<file path="src/rtl/cascade_cache_dumper.sv">
// cascade_cache_dumper: reads the cascade cache in address order and streams it out as packed 64-bit beats
module cascade_cache_dumper #(
    parameter int ADDR_WIDTH = 10,
    parameter int WORD_SIZE  = 32,
    parameter int NUM_WORDS  = 2**ADDR_WIDTH
) (
    input  logic                  clk,
    input  logic                  reset,
    input  logic                  start,
    output logic                  busy,
    output logic                  done,
    output logic                  re,
    output logic [ADDR_WIDTH-1:0] raddr,
    input  logic [WORD_SIZE-1:0]  rdata,
    output logic [63:0]           data,
    output logic                  data_ready,
    input  logic                  data_wanted
);
    localparam int WPB = 64 / WORD_SIZE;
    localparam int LW  = (WPB > 1) ? $clog2(WPB) : 1;
    localparam logic [ADDR_WIDTH:0] NW        = (ADDR_WIDTH+1)'(NUM_WORDS);
    localparam logic [ADDR_WIDTH:0] LAST      = (ADDR_WIDTH+1)'(NUM_WORDS - 1);
    localparam logic [LW-1:0]       LAST_LANE = LW'(WPB - 1);

    typedef enum logic [2:0] {IDLE, FETCH, DRAIN, SEND, DONE} state_t;

    state_t              state, nxt;
    logic [ADDR_WIDTH:0] addr;
    logic [LW-1:0]       lane, cap_lane;
    logic                cap_valid;
    logic [63:0]         beat;

    // state register
    always_ff @(posedge clk or posedge reset) begin
        if (reset) state <= IDLE;
        else       state <= nxt;
    end

    // next state and decoded outputs
    always_comb begin
        nxt = state;
        case (state)
            IDLE:    nxt = start ? FETCH : IDLE;
            FETCH:   nxt = (lane == LAST_LANE || addr == LAST) ? DRAIN : FETCH;
            DRAIN:   nxt = SEND;
            SEND:    nxt = data_wanted ? ((addr == NW) ? DONE : FETCH) : SEND;
            DONE:    nxt = IDLE;
            default: nxt = IDLE;
        endcase
        busy       = state != IDLE;
        done       = state == DONE;
        re         = state == FETCH;
        data_ready = state == SEND;
        raddr      = addr[ADDR_WIDTH-1:0];
        data       = beat;
    end

    // address/lane counters and beat assembly; read data lands one cycle after its read, in the lane of that read
    always_ff @(posedge clk or posedge reset) begin
        if (reset) begin
            addr      <= '0;
            lane      <= '0;
            cap_lane  <= '0;
            cap_valid <= 1'b0;
            beat      <= '0;
        end else begin
            cap_valid <= state == FETCH;
            cap_lane  <= lane;
            if (state == IDLE && start) begin
                addr <= '0;
                lane <= '0;
                beat <= '0;
            end
            if (state == FETCH) begin
                addr <= addr + 1'b1;
                lane <= lane + 1'b1;
            end
            if (state == SEND && data_wanted && addr != NW) begin
                lane <= '0;
                beat <= '0;
            end
            if (cap_valid) beat[int'(cap_lane)*WORD_SIZE +: WORD_SIZE] <= rdata;
        end
    end
endmodule

</file>
<file path="config.mk">
export PLATFORM = sky130hd
export DESIGN_NAME = cascade_cache_dumper
export DESIGN_NICKNAME = d
export VERILOG_FILES = /design/src/rtl/cascade_cache_dumper.sv
export SDC_FILE = /design/constraint.sdc
export NUM_CORES = 1
export LEC_CHECK = 0
export CORE_UTILIZATION = 35
export DETAILED_ROUTE_END_ITERATION = 12
export SLEW_MARGIN = 20
export SYNTH_ARGS = -nofsm -noshare
export SYNTH_HDL_FRONTEND = slang
export SYNTH_SLANG_ARGS = --single-unit
</file>
<file path="constraint.sdc">
create_clock -name clk -period 3.8 [get_ports clk]
set_clock_uncertainty 0.1 [all_clocks]
set_input_delay 0.76 -clock clk [delete_from_list [all_inputs] [get_ports clk]]
set_output_delay 0.76 -clock clk [all_outputs]
set_load 0.02 [all_outputs]
</file>
* Word-level counts from Yosys, hierarchy flattened
Cells that the tools add are included.
Cells by class: add/sub/neg operators 3, equal/unequal tests 7, shift operators 2, mux-type cells 14, reduce and logical (&&, ||, !) cells 8
Operators by type and width (number):
- two-way mux 64 bit | 3
- bitwise mux 64 bit | 1
- variable shift 32 x 33 -> 64 bit, first input constant | 1
- indexed part select 32 x 33 -> 64 bit | 1
- negator 6 -> 33 bit | 1
- two-way mux 11 bit | 2
- case mux 3 bit (4 select lines) | 1
- adder 11 x 1 -> 11 bit, second input constant | 1
- == test 11 x 10 -> 1 bit, second input constant | 1
- == test 11 bit, second input constant | 1
- != test 11 bit, second input constant | 1
- == test 3 x 2 -> 1 bit, second input constant | 2
- two-way mux 3 bit | 2
- nonzero test 3 bit | 2
- two-way mux 1 bit | 4
- == test 3 x 1 -> 1 bit, second input constant | 1
- == test 3 bit, second input constant | 1
- logical AND 1 bit | 3
- logical NOT 3 bit | 1
- two-way mux 2 bit | 1
- nonzero test 2 bit | 1
- adder 1 bit, second input constant | 1
- logical OR 1 bit | 1
Storage, ports and cells: bits in registers 81, input port bits 36, output and inout bits 78, logic and storage cells 40

* Depth between registers and ports, before layout
word-level depth 6, mapped depth 7, gate-level depth less buffers 6

* Least setup slack after synthesis
Ideal clock, no wire load.
path type register -> output, start reg state[1], end out re, data arrival time 1.186 ns, path slack 1.754 ns, cell stages (with the launch flop) 5, path buffers 2, path through dfrtp_1 buf_6 or3b_1 buf_6 inv_2
Between the ends: word-level cells in the longest chain between the ends 1
Ends and longest elaborated chain:
- start, declared | RTL line 27 | state_t state, nxt;
- start signal, assigned | RTL line 36 | else state <= nxt;
- == test 3 x 1 -> 1 bit | RTL line 52 | re = state == FETCH;
- end, declared | RTL line 12 | output logic re,
Every way passes these cells.

* Final worst setup path
Ends and elaborated chain as after synthesis.

==> results.cfg <==
[floorplanning]
die_w_um = 100
ios = 114
die_area_um2 = 10000
fp.dieH_um = 100
start_util_pct = 36.2
core.rowCount = 35
coreArea_um2 = 9280

[cts]
worstSkewPairLatency_ns = 0.34
post_cts_hold_buffer_count = 0
numClockSinks = 81
cts_resized = 0
postCtsSetupBuffers = 0
cts_tree = yes
root_buffer = clkbuf_8
clk_pin_slew_ns = 0.08
ctsLongestPathBuffers = 2
cts-buffers-inserted = 9
h-tree-depth = 3

[logic_synthesis]
async_flop_share_pct = 100
synth-seq-area-share_pct = 60.2
synth_cells = 251
syn_area_um2 = 3360
synth_area_leader_cell = dfrtp_1
synth.distinct_cells = 43
synthFlopType = dfrtp_1
yosysWarnings = 0
ys_top_cells_by_area = dfrtp_1, a22o_1, a22o_2
synth.top_cell.area_share_pct = 60.2
ys_ff_latch = 81
synth-edff-count = 0
synth_nets = 289
synth.avg_cell_area_um2 = 13.4

[route]
detail_route.wl_per_cell_um = 16.7
drt_pass1_iterations = 4
finalWirelength_um = 8100
drt_iter0_drc = 102
routed-via-count = 2431
ant_nets = 0
drc = 0
vias_per_cell = 5.01

[timing]
hold_viol = 0
whs_ns = 0.381
rsz0062_at_grt = false
slew_violations = 0
period_minus_slack_ns = 3.21
worst_pin_slew_ns = 0.731
max_freq_mhz = 312
setup_violations = 0
tns_ns = 0
post-route-period-util_pct = 84.4
maxSlewHeadroom_pct = 51.1

[worst_setup_path]
arrival_ns = 2.35
startpoint_type = flip-flop
crit_type = reg2out
critPathMaxFanout = 11
required_ns = 2.94
crit_path_end_kind = output port

[placement]
gp_congestion = 0.805
port_buffers = 113
hpwlAfterDp_um = 5230
place_area_um2 = 4500

[min_path]
min_path_type = reg2reg

[power]
power_density_nw_per_um2 = 851
peakVddDrop_mv = 0.297
p_leak_uw = 0.00205

[global_routing]
grt_max_degree = 45
grt_pass1_wl_um = 13100
antenna_found_initial = 0
grt_overflow_total = 0
grt_pass1_vias = 2545
grt_util_all_layers_pct = 16.9

[finish]
drive_above_1_share_pct = 12.4
nNetsFinal = 389
n_antenna_cell = 0
final_cell_mix = clkdlybuf4s50_1, dfrtp_1, a22o_1, a22o_2, clkbuf_8
fillers = 849
area_growth_pct = 39.2
stdcell_area_um2 = 4680
final_common_cell = clkdlybuf4s50_1

[job]
max_cap_viol_count = 0

[status]
status = finished, final reports clean
==> synthesized netlist by cell type, types with 2 or more instances <==
| cell | n |
|---|---|
| clkbuf_1 | 6 |
| o211ai_1 | 3 |
| nor3_1 | 2 |
| nand2_1 | 8 |
| nand3_1 | 6 |
| buf_4 | 11 |
| buf_2 | 2 |
| nor2_1 | 9 |
| o21ai_0 | 4 |
| o21ai_1 | 4 |
| and2_1 | 2 |
| ha_1 | 2 |
| o31ai_1 | 4 |
| inv_1 | 4 |
| buf_6 | 8 |
| a22o_1 | 52 |
| dfrtp_1 | 81 |
| nor3_4 | 2 |
| mux2i_1 | 2 |
| a22o_2 | 12 |
| nand4_1 | 3 |
| a21oi_1 | 3 |
==> power breakdown <==
| part | internal, uW | total (uW) | switching, uW | leakage (uW) |
|---|---|---|---|---|
| logic | 956 | 1990 | 1030 | 0.000900 |
| registers | 1190 | 1420 | 231 | 0.00106 |
| clock network | 272 | 580 | 308 | 0.0000846 |
==> worst max-delay path, cell delays in order, from the launching register on <==
cell and delay [ns]:
dfrtp_1 0.49, or3b_1 0.59, inv_2 0.26, clkdlybuf4s50_1 0.65
==> cell families (layout without fill, tap and decap cells) <==
family	count (synthesis)	count (layout)	share of synthesized area, %
AND/OR/NAND/NOR	46	46	9.74
buffers and inverters	34	139	6.92
adder cells (fa/ha/maj)	2	2	0.744
multiplexers	2	2	0.595
flip-flops	81	81	60.2
AO/OA/AOI/OAI	86	86	21.8
==> stage by stage <==
stage | instances | setup WS (ns) | utilization [%] | power (uW)
2_1_floorplan | 251 | 0.860 | - | 2640
3_3_place_gp | 469 | 0.972 | 48.5 | 3420
3_5_place_dp | 469 | 0.987 | 48.5 | 3430
4_1_cts | 485 | 0.582 | 50.5 | 4030
5_1_grt | 485 | 0.461 | 50.5 | 4230
6_report | 485 | 0.593 | 50.5 | 3990
==> metal layers <==
layer	track usage [%]	up-vias	wire (um)
met5	0	-	0
met3	3.62	8	466
met1	23.2	1207	3940
met4	6.02	0	84
li1	-	1130	-
met2	26.6	86	3610
==> path summary, 6_finish.rpt <==
| kind | startpoint | end | slack, ns | depth (start not counted) |
|---|---|---|---|---|
| min in group asynchronous | reset | data[53] | 0.70 | 2 |
| max in group asynchronous | reset | data[12] | 2.23 | 3 |
| setup / recovery | state[1] | re | 0.59 | 3 |
| hold reg to reg | lane | cap_lane | 0.38 | 0 |
| hold / removal | lane | cap_lane | 0.38 | 0 |
| setup reg to reg | addr[0] | data[38] | 1.37 | 7 |
==> registers in the layout, indices dropped and copies added, names as in the netlist <==
register   flops
addr          11
cap_lane       1
cap_valid      1
data          64
lane           1
state          3
==> area by class of cell <==
type                    count  area [um2]  area share (%)
flip-flops and latches     81        2030            43.3
repair buffers            118        1180            25.2
multi-input cells         136        1110            23.7
well taps                 129         161            3.45
clock buffers              12         155            3.31
clock inverters             4        27.5           0.588
inverters                   5        20.0           0.427
Note: power is estimated with default switching activity, not from simulation.
